**config.mk**
```make
export PLATFORM = sky130hd
export DESIGN_NAME = seven_segment_scanner
export DESIGN_NICKNAME = d
export VERILOG_FILES = /design/src/rtl/seven_segment_scanner.sv
export SDC_FILE = /design/constraint.sdc
export NUM_CORES = 1
export LEC_CHECK = 0
export CORE_UTILIZATION = 25
export DETAILED_ROUTE_END_ITERATION = 7
export HOLD_SLACK_MARGIN = 0.1
export PLACE_DENSITY = 0.5
export SETUP_SLACK_MARGIN = 0.02
export SLEW_MARGIN = 5
export SYNTH_ARGS = -nofsm -noshare
export SYNTH_HDL_FRONTEND = slang
export SYNTH_SLANG_ARGS = --single-unit
```
**constraint.sdc**
```tcl
create_clock -name i_clk -period 5.3 [get_ports i_clk]
set_input_delay 0.53 -clock i_clk [delete_from_list [all_inputs] [get_ports i_clk]]
set_output_delay 0.53 -clock i_clk [all_outputs]
set_load 0.05 [all_outputs]
```
**src/rtl/seven_segment_scanner.sv**
```systemverilog
// seven_segment_scanner: time-multiplexed 4-digit, 8-segment display driver.
// Scans one digit per CLK_DIV-cycle slot, blanks the first BLANK_CYCLES of
// each slot, and double-buffers new patterns so updates land on frame edges.
// Ports:
//   i_clk, i_rst          clock, asynchronous active-high reset
//   i_data_0..i_data_3    per-digit segment patterns (1 = lit), digit 0 right
//   i_load                strobe capturing i_data_* into the pending buffer
//   o_seg                 registered segment drive (polarity SEG_ACTIVE_LOW)
//   o_dig                 registered one-hot digit enable (DIG_ACTIVE_LOW)
//   o_frame               one-cycle pulse on cycle 0 of the digit-0 slot
module seven_segment_scanner #(
  parameter int CLK_DIV        = 1000,
  parameter int BLANK_CYCLES   = 50,
  parameter bit SEG_ACTIVE_LOW = 1'b1,
  parameter bit DIG_ACTIVE_LOW = 1'b1
) (
  input  logic       i_clk,
  input  logic       i_rst,
  input  logic [7:0] i_data_0,
  input  logic [7:0] i_data_1,
  input  logic [7:0] i_data_2,
  input  logic [7:0] i_data_3,
  input  logic       i_load,
  output logic [7:0] o_seg,
  output logic [3:0] o_dig,
  output logic       o_frame
);

  localparam int CW = (CLK_DIV > 2) ? $clog2(CLK_DIV) : 1;
  localparam logic [CW-1:0] CNT_LAST = CW'(CLK_DIV - 1);
  localparam logic [7:0] SEG_OFF = SEG_ACTIVE_LOW ? 8'hFF : 8'h00;
  localparam logic [3:0] DIG_OFF = DIG_ACTIVE_LOW ? 4'hF : 4'h0;

  logic [3:0][7:0] data_in;
  assign data_in = {i_data_3, i_data_2, i_data_1, i_data_0};

  // run_q is clear only between reset release and the first edge, so
  // that first edge enters slot-cycle (0,0) rather than stepping past it.
  logic            run_q;
  logic [CW-1:0]   cnt_q, cnt_d;
  logic [1:0]      dig_q, dig_d;
  logic [3:0][7:0] shadow_q, shadow_d;
  logic [3:0][7:0] pdata_q, pdata_d;
  logic            pend_q, pend_d;

  logic [7:0]      seg_q, seg_d;
  logic [3:0]      digen_q, digen_d;
  logic            frame_q, frame_d;

  logic            boundary;
  logic            blank_d;
  logic [7:0]      pat_d;
  logic [3:0]      onehot_d;

  // Slot counter, digit index and double-buffer control.
  always_comb begin
    cnt_d    = cnt_q;
    dig_d    = dig_q;
    shadow_d = shadow_q;
    pdata_d  = pdata_q;
    pend_d   = pend_q;
    boundary = run_q && (dig_q == 2'd3) && (cnt_q == CNT_LAST);

    if (run_q) begin
      if (cnt_q == CNT_LAST) begin
        cnt_d = '0;
        dig_d = dig_q + 2'd1;
      end else begin
        cnt_d = cnt_q + 1'b1;
      end
    end

    if (i_load) begin
      pdata_d = data_in;
      pend_d  = 1'b1;
    end

    // A load on the boundary itself bypasses the pending buffer.
    if (boundary) begin
      if (i_load) begin
        shadow_d = data_in;
      end else if (pend_q) begin
        shadow_d = pdata_q;
      end
      pend_d = 1'b0;
    end
  end

  generate
    if (BLANK_CYCLES == 0) begin : g_noblank
      assign blank_d = 1'b0;
    end else begin : g_blank
      assign blank_d = (cnt_d < CW'(BLANK_CYCLES));
    end
  endgenerate

  // Outputs are computed from the next state so they are registered
  // together with the slot-cycle they describe.
  always_comb begin
    pat_d    = shadow_d[dig_d];
    onehot_d = 4'b0001 << dig_d;
    seg_d    = SEG_OFF;
    digen_d  = DIG_OFF;
    if (!blank_d) begin
      seg_d   = SEG_ACTIVE_LOW ? ~pat_d : pat_d;
      digen_d = DIG_ACTIVE_LOW ? ~onehot_d : onehot_d;
    end
    frame_d = (cnt_d == '0) && (dig_d == 2'd0);
  end

  always_ff @(posedge i_clk or posedge i_rst) begin
    if (i_rst) begin
      run_q    <= 1'b0;
      cnt_q    <= '0;
      dig_q    <= 2'd0;
      shadow_q <= '0;
      pdata_q  <= '0;
      pend_q   <= 1'b0;
      seg_q    <= SEG_OFF;
      digen_q  <= DIG_OFF;
      frame_q  <= 1'b0;
    end else begin
      run_q    <= 1'b1;
      cnt_q    <= cnt_d;
      dig_q    <= dig_d;
      shadow_q <= shadow_d;
      pdata_q  <= pdata_d;
      pend_q   <= pend_d;
      seg_q    <= seg_d;
      digen_q  <= digen_d;
      frame_q  <= frame_d;
    end
  end

  assign o_seg   = seg_q;
  assign o_dig   = digen_q;
  assign o_frame = frame_q;

endmodule

```
# Word-level counts from Yosys, hierarchy flattened
# Cells that the tools add are included.
[totals]
register_bits = 91
inputBits = 35
output_inout_bits = 13
wordCells = 43
[op_classes]
addsub = 2
order_cmp = 2
n_eq_ne = 2
shift = 1
muxes = 13
bitwise = 2
reduce_logical = 6
[ops]
columns = ["op", "n"]
rows = [
  ["$mux W32", 3],
  ["$mux W10", 2],
  ["$bmux W8 S2", 1],
  ["$mux W8", 2],
  ["$add A10 B1 Y10 const B", 1],
  ["$eq A10 B10 Y1 const B", 1],
  ["$logic_not A10 Y1", 1],
  ["$lt A10 B6 Y1 const B", 1],
  ["$not A8 Y8", 1],
  ["$mux W2", 2],
  ["$mux W4", 1],
  ["$not A4 Y4", 1],
  ["$shl A1 B2 Y4 const A", 1],
  ["$logic_and A1 B1 Y1", 3],
  ["$lt A2 B3 Y1 const B", 1],
  ["$add A2 B1 Y2 const B", 1],
  ["$eq A2 B2 Y1 const B", 1],
  ["$logic_not A2 Y1", 1],
  ["$mux W1", 2],
  ["$reduce_bool A2 Y1", 1],
]

# Logic depth before layout (Yosys ltp)
# Gate-level depths: netlist (run 1).
[depth]
word_depth = 8
ltp_mapped = 10
depth_no_buf = 8

# Worst setup path after synthesis (run 1)
# No wires, ideal clock.
[synth_path]
kind = "register -> register"
start = "register dig_q[1]"
end = "register seg_q[3] (netlist: o_seg[3])"
setup_ps = 96
t_arrival_ps = 1984
required_time_ps = 5204
setup_slack_ps = 3221
path_stages_with_launch = 11
n_path_buf = 2
synth_period_minus_slack_ps = 2079
path_cell_list = "dfrtp_1 > ha_1 > and3b_1 > and4_1 > buf_4 > nand2_4 > buf_6 > o221a_2 > o22ai_1 > a211oi_1 > o211ai_2"
[synth_lines]
columns = ["element", "line", "text"]
rows = [
  ["start, declared", "41", "logic [1:0] dig_q, dig_d;"],
  ["start signal, assigned", "125", "dig_q <= dig_d;"],
  ["end signal, assigned", "129", "seg_q <= seg_d;"],
  ["end, declared", "46", "logic [7:0] seg_q, seg_d;"],
]

==> reports/qor.csv, run 1 <==
metric,value,unit
first-pass GRT wire length,18.4,mm
CTS max path bufs,2,
crit start category,register,
Post-Route Skew,12.1,ps
f_max,321,MHz
die height,134,um
worst-case reg-to-reg path depth,7,
Syn Inst Count,380,
H-tree levels,3,
final wirelength,11.5,mm
Hold Crit Start,pdata_q[21]$_DFFE_PP0P_,
Clock Power Share,37.3,%
number of synthesized flops with an enable pin,0,
final setup TNS,0,ps
IO Port Bufs,47,
# diodes,0,
Sw Ratio,28.6,%
Reg2Reg Setup Slack,2190,ps
Arrival @ worst endpoint,3420,ps
clk_lat worst skew,350,ps
gpl congestion,0.809,
die area,0.0179,sq mm
CTS root buffer,clkbuf_16,
"top cells by area, synth","dfrtp_1 (45%), mux2_2 (9.1%), dfstp_2 (7.2%), o22ai_1 (5.9%), a21oi_1 (3.0%)",
critical path's slowest cell,dfrtp_1,
"Reg clk slew, reported paths",70,ps
Crit Path Category,register to register,
Yosys top cell area share,45.4,%
Die Wd,134,um
Pleak,2.14,nW
"Warnings, synthesis",0,
Critical Path End Type,register,
worst r2r src,pend_q$_DFFE_PP0P_,
CTS Sinks,91,
Via density,5.17,
DR iter-0 viols,170,
status,completed,
period utilization,58.8,%
Synth cell types,58,
area growth from synthesis to layout,20.7,%
DRC violations left,0,
largest net degree at the start of global routing,51,
hold_buf cts,0,
synthesized area,0.00435,sq mm
DR vias,3300,
Core Footprint,0.0168,sq mm
HPWL after DPL,7.57,mm
Int Power,0.00118,W
initial cell density of the core,26.0,%
Total GRT Usage,13.4,%
synthesized flop and latch total,91,
Syn Nets,417,
Sw Pwr,0.000473,W
CTS tree,done,
Max VDD drop,0.000152,V
Slew @ Worst Pin,959,ps
register area share after synthesis,52.7,%
critical path peak fanout,28,
Mean Syn Cell Area,11.5,sq um
relative slew slack,35.6,%
std cell rows,47,
num ports,48,
drt wl/cell,18.0,um
HP Class,register to register,
cell chain of the critical path,and4b_1 > nand4_1 > o32a_1 > o221a_2 > o31a_1 > o2111ai_1 > o31a_1,
Synth area leader,dfrtp_1,
Final Setup Violations,0,
initial antenna violation count,0,
first-pass iteration count of the detailed router,5,
NumNets Final,450,
"Req. time, crit path",5600,ps
ys async rst share,100,%
postcts setup bufs,0,
Max Cap Viol,0,
Final min period,3110,ps
Fin. Hold Viols,0,
Hold Path Depth,1,
final core area utilization,31.3,%
Num CTS Buffers,9,
worst hold endpoint,pdata_q[21]$_DFFE_PP0P_,
Cell Pwr Density,315,mW/mm^2
GRT overflow,0,
CTS resizes,0,
RSZ-0062 raised after global routing,false,
Gate power share,13.8,%
"Largest stage delay, worst path",940,ps
RR Endpoint,o_seg[2]$_DFF_PP1_,
Main synth FF type,dfrtp_1,
vias in the first global route,3328,
share of layout cells above drive strength 1,20.3,%
post-route ant nets,0,
Most common cell on crit path,o31a_1,
register share of total power,48.8,%
fin. max-slew vios,0,
-- metrics by stage --
stage | cells | hold slack, ps | setup WS [ps] | cell area, sq um | power [W]
after global placement | 622 | 489 | 2310 | 4970 | 0.00104
after global routing | 638 | 516 | 1960 | 5250 | 0.00173
final | 638 | 504 | 2190 | 5250 | 0.00165
after detailed placement | 622 | 491 | 2210 | 4970 | 0.00105
after CTS | 638 | 506 | 2190 | 5250 | 0.00167
after floorplan | 380 | 474 | 2430 | 4350 | 0.000978
-- cell families (layout without fill, tap and decap cells) --
family	after synthesis	after routing	synth area share (%)
muxes	41	41	11.6
xor gates and xnor gates	9	9	1.81
DFF	91	91	52.7
buffers and inverters	35	73	3.91
adders and majority gates	2	2	0.575
AOI/OAI and AO/OA	123	123	19.5
other	1	1	0.0862
and+or+nand+nor	78	78	9.89
-- cell usage after synthesis (3+ instances only) --
master and instances:
o221a_2 5, o221ai_1 3, nand2_1 20, mux2_2 35, dfrtp_1 79, dfstp_2 12, nor2_1 15, o32a_1 8
nor3_1 5, xor2_1 3, buf_4 4, nand3_1 7, or3_1 8, a21oi_1 26, o21ai_0 17, clkbuf_1 10
and3_1 4, xnor2_1 6, mux4_2 4, and4_1 3, buf_1 5, o22ai_1 41, buf_2 7, inv_1 6
nand4_1 4, o31a_1 4
-- cells in the final DEF (no fill, tap or decap), types with 2 or more instances in the layout --
master           synthesis  layout
and3_1                   4       4
a32oi_1                  2       2
mux4_2                   4       4
inv_1                    6       5
and2_1                   2       2
o32ai_1                  2       2
nor2_1                  15      15
nand2_1                 20      20
mux2i_1                  2       2
nor3_1                   5       5
buf_4                    4       3
mux2_2                  35      35
clkinv_2                 0       3
o21ai_0                 17      17
o31a_1                   4       4
o221ai_1                 3       3
nand3_1                  7       7
clkbuf_16                0       9
o32a_1                   8       8
xor2_1                   3       3
dfrtp_1                 79      79
and4_1                   3       3
xnor2_1                  6       6
ha_1                     2       2
o221a_2                  5       5
dfstp_2                 12      12
o22ai_1                 41      41
a21oi_1                 26      26
nand4_1                  4       4
clkdlybuf4s50_1          0      46
o2111ai_1                2       2
or3_1                    8       8
-- flip-flops by register name, summed over array words and instances (netlist names) --
name / count
dig_q: 2
shadow_q: 32
o_frame: 1
o_seg: 8
pend_q: 1
o_dig: 4
run_q: 1
cnt_q: 10
pdata_q: 32
-- per-layer routing --
layer | vias to the layer above | GRT usage, % | part of all wire, % | wire length [um]
met4 | 0 | 4.42 | 1.6 | 189
met3 | 14 | 3.63 | 5.1 | 586
met2 | 92 | 21.6 | 49 | 5610
met5 | - | 0 | 0 | 0
met1 | 1679 | 17.4 | 44 | 5090
li1 | 1515 | - | - | -
-- layout make-up --
cell class	instances	area, sq um
Inverter	7	27.5
Clock buffer	11	243
Timing Repair Buffer	50	488
Clock inverter	5	37.5
Multi-Input combinational cell	254	1890
Sequential cell	91	2290
Tap cell	220	275
Fill cell	1714	11500
-- critical path, delay by kind of cell, from the launching register on --
kind,cells,cell delay (ps)
simple gates,2,890
compound gates,5,1240
flops,1,940
-- power by group through the flow --
stage / logic (W) / registers, W / clock network, W
finish: 0.000229 / 0.000808 / 0.000617
global route: 0.000253 / 0.000817 / 0.000664
CTS: 0.000232 / 0.000807 / 0.000634
detailed placement: 0.000232 / 0.000819 / 0
global placement: 0.000227 / 0.000817 / 0
floorplan: 0.000186 / 0.000792 / 0
-- worst max path at each step --
stage / from / endpoint / slack [ps] / depth (start not counted)
floorplan: i_rst / cnt_q[0]$_DFF_PP0_ / 2430 / 1
global placement: cnt_q[0]$_DFF_PP0_ / o_seg[2]$_DFF_PP1_ / 2310 / 8
detailed placement: pend_q$_DFFE_PP0P_ / o_seg[2]$_DFF_PP1_ / 2210 / 7
CTS: pend_q$_DFFE_PP0P_ / o_seg[2]$_DFF_PP1_ / 2190 / 7
global route: pend_q$_DFFE_PP0P_ / o_seg[2]$_DFF_PP1_ / 1960 / 7
finish: pend_q$_DFFE_PP0P_ / o_seg[2]$_DFF_PP1_ / 2190 / 7
Power figures use the tool's default switching activity.
==> inputs of run 2 (changes only) <==
==> constraint.sdc (replaced) <==
create_clock -name i_clk -period 3.1 [get_ports i_clk]
set_input_delay 0.31 -clock i_clk [delete_from_list [all_inputs] [get_ports i_clk]]
set_output_delay 0.31 -clock i_clk [all_outputs]
set_load 0.05 [all_outputs]
==> reports/qor.csv, run 2 (synthesis gave the netlist of run 1 again) <==
metric,value,unit
status,completed,
register share of total power,48.1,%
# diodes,0,
critical path peak fanout,21,
"Req. time, crit path",3360,ps
Pleak,2.20,nW
initial cell density of the core,26.0,%
CTS max path bufs,2,
Max VDD drop,0.000226,V
gpl congestion,0.840,
DR vias,3293,
Sw Ratio,27.0,%
Regs by FF count,"pdata_q: 32 flops, shadow_q: 32 flops, cnt_q: 10 flops",
hold_ws,469,ps
initial antenna violation count,0,
post-route ant nets,0,
die height,134,um
first-pass iteration count of the detailed router,4,
Max Cap Viol,0,
clk_lat worst skew,340,ps
std cell rows,47,
Final min period,2610,ps
Bufs and invs on worst path,1,
hold_buf cts,0,
IO Port Bufs,47,
vias in the first global route,3484,
Sw Pwr,0.000777,W
Int Power,0.00210,W
Num CTS Buffers,9,
"Reg clk slew, reported paths",60,ps
final setup TNS,0,ps
period utilization,84.3,%
fin cells,649,
DRC violations left,0,
Slew @ Worst Pin,864,ps
Total GRT Usage,13.8,%
CTS Sinks,91,
design area,0.00536,sq mm
critical path's slowest cell,and3_1,
crit start category,register,
fin. max-slew vios,0,
fill count,1685,
die area,0.0179,sq mm
Die Wd,134,um
Clock Power Share,38.1,%
Post-Route Skew,10.5,ps
largest net degree at the start of global routing,49,
CTS root buffer,clkbuf_16,
Final Setup Violations,0,
most frequent cells in the layout,"dfrtp_1 (79), clkdlybuf4s50_1 (46), o22ai_1 (41)",
area growth from synthesis to layout,23.2,%
relative slew slack,42.3,%
HPWL after DPL,8.14,mm
num ports,48,
Arrival @ worst endpoint,2870,ps
Crit Path Category,register to register,
Tot Pwr,0.00287,W
drt wl/cell,17.9,um
placed cell count,633,
GRT overflow,0,
NumNets Final,461,
DR iter-0 viols,201,
Post-Place Cell Area,0.00507,sq mm
Gate power share,13.9,%
Via density,5.07,
"Largest stage delay, worst path",430,ps
"commonest non-fill, non-tap cell in the layout",dfrtp_1,
CTS resizes,0,
share of layout cells above drive strength 1,22.4,%
Critical Path End Type,register,
final wirelength,11.6,mm
HP Class,primary input to asynchronous set/reset pin,
cell chain of the critical path,ha_1 > and3_1 > and4_1 > buf_4 > o221a_2 > o22ai_1 > a211oi_1 > o211ai_2,
Cell Pwr Density,536,mW/mm^2
first-pass GRT wire length,19.0,mm
RSZ-0062 raised after global routing,false,
postcts setup bufs,0,
Fin. Hold Viols,0,
f_max,383,MHz
CTS tree,done,
H-tree levels,3,
Top delay family on crit path,compound AO/OA/AOI/OAI gates,
Core Footprint,0.0168,sq mm
==> run 2: cell count changes in the layout (fill, tap and decap cells not counted) <==
| cell | before | now |
|---|---|---|
| buf_12 | 0 | 1 |
| buf_4 | 3 | 13 |
| bufinv_16 | 0 | 1 |
| clkinv_2 | 3 | 4 |
| clkinv_4 | 1 | 0 |
| inv_8 | 1 | 0 |
==> run 2: per-layer routing <==
metal	up-vias	wire length, um	global-route usage [%]
met5	-	0	0
li1	1543	-	-
met1	1658	5350	18.1
met2	82	5670	22.4
met4	0	150	6.00
met3	10	430	2.19
==> run 2: worst reg2reg max path, stage by stage, from the launching register on <==
cell and delay (ps):
dfrtp_1 380, ha_1 230, and3_1 430, and4_1 360, buf_4 310, o221a_2 280
o22ai_1 90, a211oi_1 310, o211ai_2 130
==> run 2: power by group through the flow <==
| stage | registers (W) | clock network (W) | logic (W) |
|---|---|---|---|
| after detailed placement | 0.00140 | 0 | 0.000407 |
| after global routing | 0.00140 | 0.00116 | 0.000441 |
| after CTS | 0.00138 | 0.00113 | 0.000407 |
| after floorplan | 0.00135 | 0 | 0.000318 |
| final | 0.00138 | 0.00109 | 0.000398 |
| after global placement | 0.00139 | 0 | 0.000398 |
==> run 2: final timing paths <==
path                       slack, ps  cells after the start                 endpoint               startpoint
setup / recovery                 490                      8       o_seg[3]$_DFF_PP1_       cnt_q[0]$_DFF_PP0_
hold / removal                   470                      2   pdata_q[3]$_DFFE_PP0P_                    i_rst
setup reg to reg                 490                      8       o_seg[3]$_DFF_PP1_       cnt_q[0]$_DFF_PP0_
hold reg to reg                  500                      1  pdata_q[29]$_DFFE_PP0P_  pdata_q[29]$_DFFE_PP0P_
max in group asynchronous       1930                      3       o_seg[2]$_DFF_PP1_                    i_rst
min in group i_clk               500                      2   pdata_q[2]$_DFFE_PP0P_                   i_load
==> run 2: cell type report <==
cell class	instances	area (sq um)	area share, %
flip-flops and latches	91	2290	42.7
multi-input cells	254	1890	35.2
repair buffers	61	583	10.9
well taps	220	275	5.13
clock buffers	11	243	4.53
clock inverters	5	52.6	0.980
inverters	7	27.5	0.513
==> run 2: stage by stage <==
step / setup WS, ps / util [%]
finish: 486 / 32.0
CTS: 499 / 32.0
floorplan: 446 / -
global placement: 575 / 30.2
global route: 328 / 32.0
detailed placement: 525 / 30.2
==> inputs of run 3 (changes only) <==
--- a/config.mk
+++ b/config.mk
@@ -8,7 +8,7 @@
 export CORE_UTILIZATION = 25
 export DETAILED_ROUTE_END_ITERATION = 7
 export HOLD_SLACK_MARGIN = 0.1
-export PLACE_DENSITY = 0.5
+export PLACE_DENSITY = 0.51
 export SETUP_SLACK_MARGIN = 0.02
 export SLEW_MARGIN = 5
 export SYNTH_ARGS = -nofsm -noshare
==> constraint.sdc (replaced) <==
create_clock -name i_clk -period 2.25 [get_ports i_clk]
set_input_delay 0.225 -clock i_clk [delete_from_list [all_inputs] [get_ports i_clk]]
set_output_delay 0.225 -clock i_clk [all_outputs]
set_load 0.05 [all_outputs]
==> reports/qor.csv, run 3 (synthesis gave the netlist of run 1 again) <==
metric,value,unit
Cell Pwr Density,745,mW/mm^2
period utilization,97.7,%
worst hold endpoint,pdata_q[10]$_DFFE_PP0P_,
NumNets Final,491,
# diodes,0,
Arrival @ worst endpoint,2470,ps
final wirelength,11.8,mm
Clock Power Share,37.5,%
most frequent cells in the layout,"dfrtp_1 (78), clkdlybuf4s50_1 (46), o22ai_1 (39), buf_4 (39), mux2_2 (35)",
drt wl/cell,17.4,um
Sw Pwr,0.00114,W
CTS max path bufs,2,
register share of total power,44.0,%
f_max,455,MHz
status,completed,
Fin. Hold Viols,0,
Gate power share,18.4,%
gpl congestion,0.845,
CTS root buffer,clkbuf_16,
post-route ant nets,0,
CTS Sinks,91,
hold_buf cts,0,
"Largest stage delay, worst path",430,ps
Crit Path Category,register to register,
num ports,48,
"Req. time, crit path",2520,ps
RR Endpoint,o_seg[2]$_DFF_PP1_,
worst-case reg-to-reg path depth,9,
fin. max-slew vios,0,
Reg2Reg Setup Slack,50,ps
first-pass GRT wire length,19.0,mm
H-tree levels,3,
Post-Place Cell Area,0.00527,sq mm
IO Port Bufs,47,
HPWL after DPL,8.44,mm
Hold Path Depth,2,
GRT overflow,0,
final setup TNS,0,ps
Hold Crit Start,i_load,
Critical Path End Type,register,
design area,0.00572,sq mm
Final WS setup,52.4,ps
vias in the first global route,3524,
RSZ-0062 raised after global routing,true,
CTS tree,done,
Final Setup Violations,0,
fin cells,679,
Die Wd,134,um
"Reg clk slew, reported paths",60,ps
DRC violations left,0,
DR iter-0 viols,256,
final core area utilization,34.1,%
relative slew slack,66.3,%
Max VDD drop,0.000364,V
Max Cap Viol,0,
area growth from synthesis to layout,31.5,%
critical path's slowest cell,dfrtp_1,
clk_lat worst skew,350,ps
Final min period,2200,ps
"commonest non-fill, non-tap cell in the layout",dfrtp_1,
DR vias,3510,
worst r2r src,cnt_q[0]$_DFF_PP0_,
Pleak,2.37,nW
critical path peak fanout,7,
Int Power,0.00312,W
placed cell count,656,
std cell rows,47,
Sw Ratio,26.8,%
dpl ws,0.231,ps
cell chain of the critical path,ha_4 > and3_4 > buf_6 > buf_4 > o31ai_1 > a32oi_1 > o221ai_4 > nand2_1 > o31a_1,
Num CTS Buffers,9,
initial cell density of the core,26.0,%
crit start category,register,
share of layout cells above drive strength 1,30.3,%
initial antenna violation count,0,
Total GRT Usage,13.8,%
Slew @ Worst Pin,503,ps
die area,0.0179,sq mm
HP Class,primary input to register,
die height,134,um
Regs by FF count,"pdata_q: 32 flops, shadow_q: 32 flops, cnt_q: 10 flops",
Post-Route Skew,5.32,ps
Core Footprint,0.0168,sq mm
Via density,5.17,
first-pass iteration count of the detailed router,5,
largest net degree at the start of global routing,46,
[run 3: repair_timing]
item,in CTS,in global routing
setup buffers,2,5
endpoints found under the setup margin,8,13
pin swaps,2,4
cloned,0,0
endpoints found under the hold margin,0,0
resized for setup,3,19
[run 3: worst max-delay path: cells and delay by family, from the launching register on]
family / cells / cell delay (ps)
compound gates: 4 / 960
fa+ha+maj: 1 / 190
buf+inv: 2 / 250
flops: 1 / 430
simple gates: 2 / 300
[run 3: area by class of cell]
| type | instances | area (sq um) |
|---|---|---|
| Inverter | 7 | 30.0 |
| Tap cell | 220 | 275 |
| Sequential cell | 91 | 2290 |
| Clock buffer | 11 | 233 |
| Clock inverter | 5 | 77.6 |
| Timing Repair Buffer | 91 | 841 |
| Multi-Input combinational cell | 254 | 1970 |
| Fill cell | 1644 | 11000 |
[run 3: metal layers]
metal  GRT usage, %  vias to the layer above  share of wire [%]
met4           6.25                        0                2.0
met1           18.3                     1778                 46
met5              0                        -                  0
met2           22.0                      100                 48
li1               -                     1612                  -
met3           2.15                       20                4.1
[run 3: how the worst max path moves through the flow]
stage,from,end,depth (start not counted)
floorplan,dig_q[1]$_DFF_PP0_,o_seg[3]$_DFF_PP1_,10
global placement,cnt_q[2]$_DFF_PP0_,o_seg[1]$_DFF_PP1_,8
detailed placement,cnt_q[0]$_DFF_PP0_,o_seg[2]$_DFF_PP1_,9
CTS,cnt_q[0]$_DFF_PP0_,o_seg[2]$_DFF_PP1_,9
global route,cnt_q[0]$_DFF_PP0_,o_seg[2]$_DFF_PP1_,9
finish,cnt_q[0]$_DFF_PP0_,o_seg[2]$_DFF_PP1_,9
[run 3: stage by stage]
step	hold slack (ps)	power, W
final	204	0.00427
after global routing	218	0.00444
after CTS	207	0.00424
after detailed placement	489	0.00259
after global placement	485	0.00258
after floorplan	377	0.00230
[run 3: power by group through the flow]
| stage | clock network, W | registers, W | logic (W) |
|---|---|---|---|
| finish | 0.00160 | 0.00188 | 0.000787 |
| global route | 0.00170 | 0.00190 | 0.000850 |
| CTS | 0.00165 | 0.00187 | 0.000731 |
| detailed placement | 0 | 0.00189 | 0.000696 |
| global placement | 0 | 0.00189 | 0.000685 |
| floorplan | 0 | 0.00187 | 0.000439 |
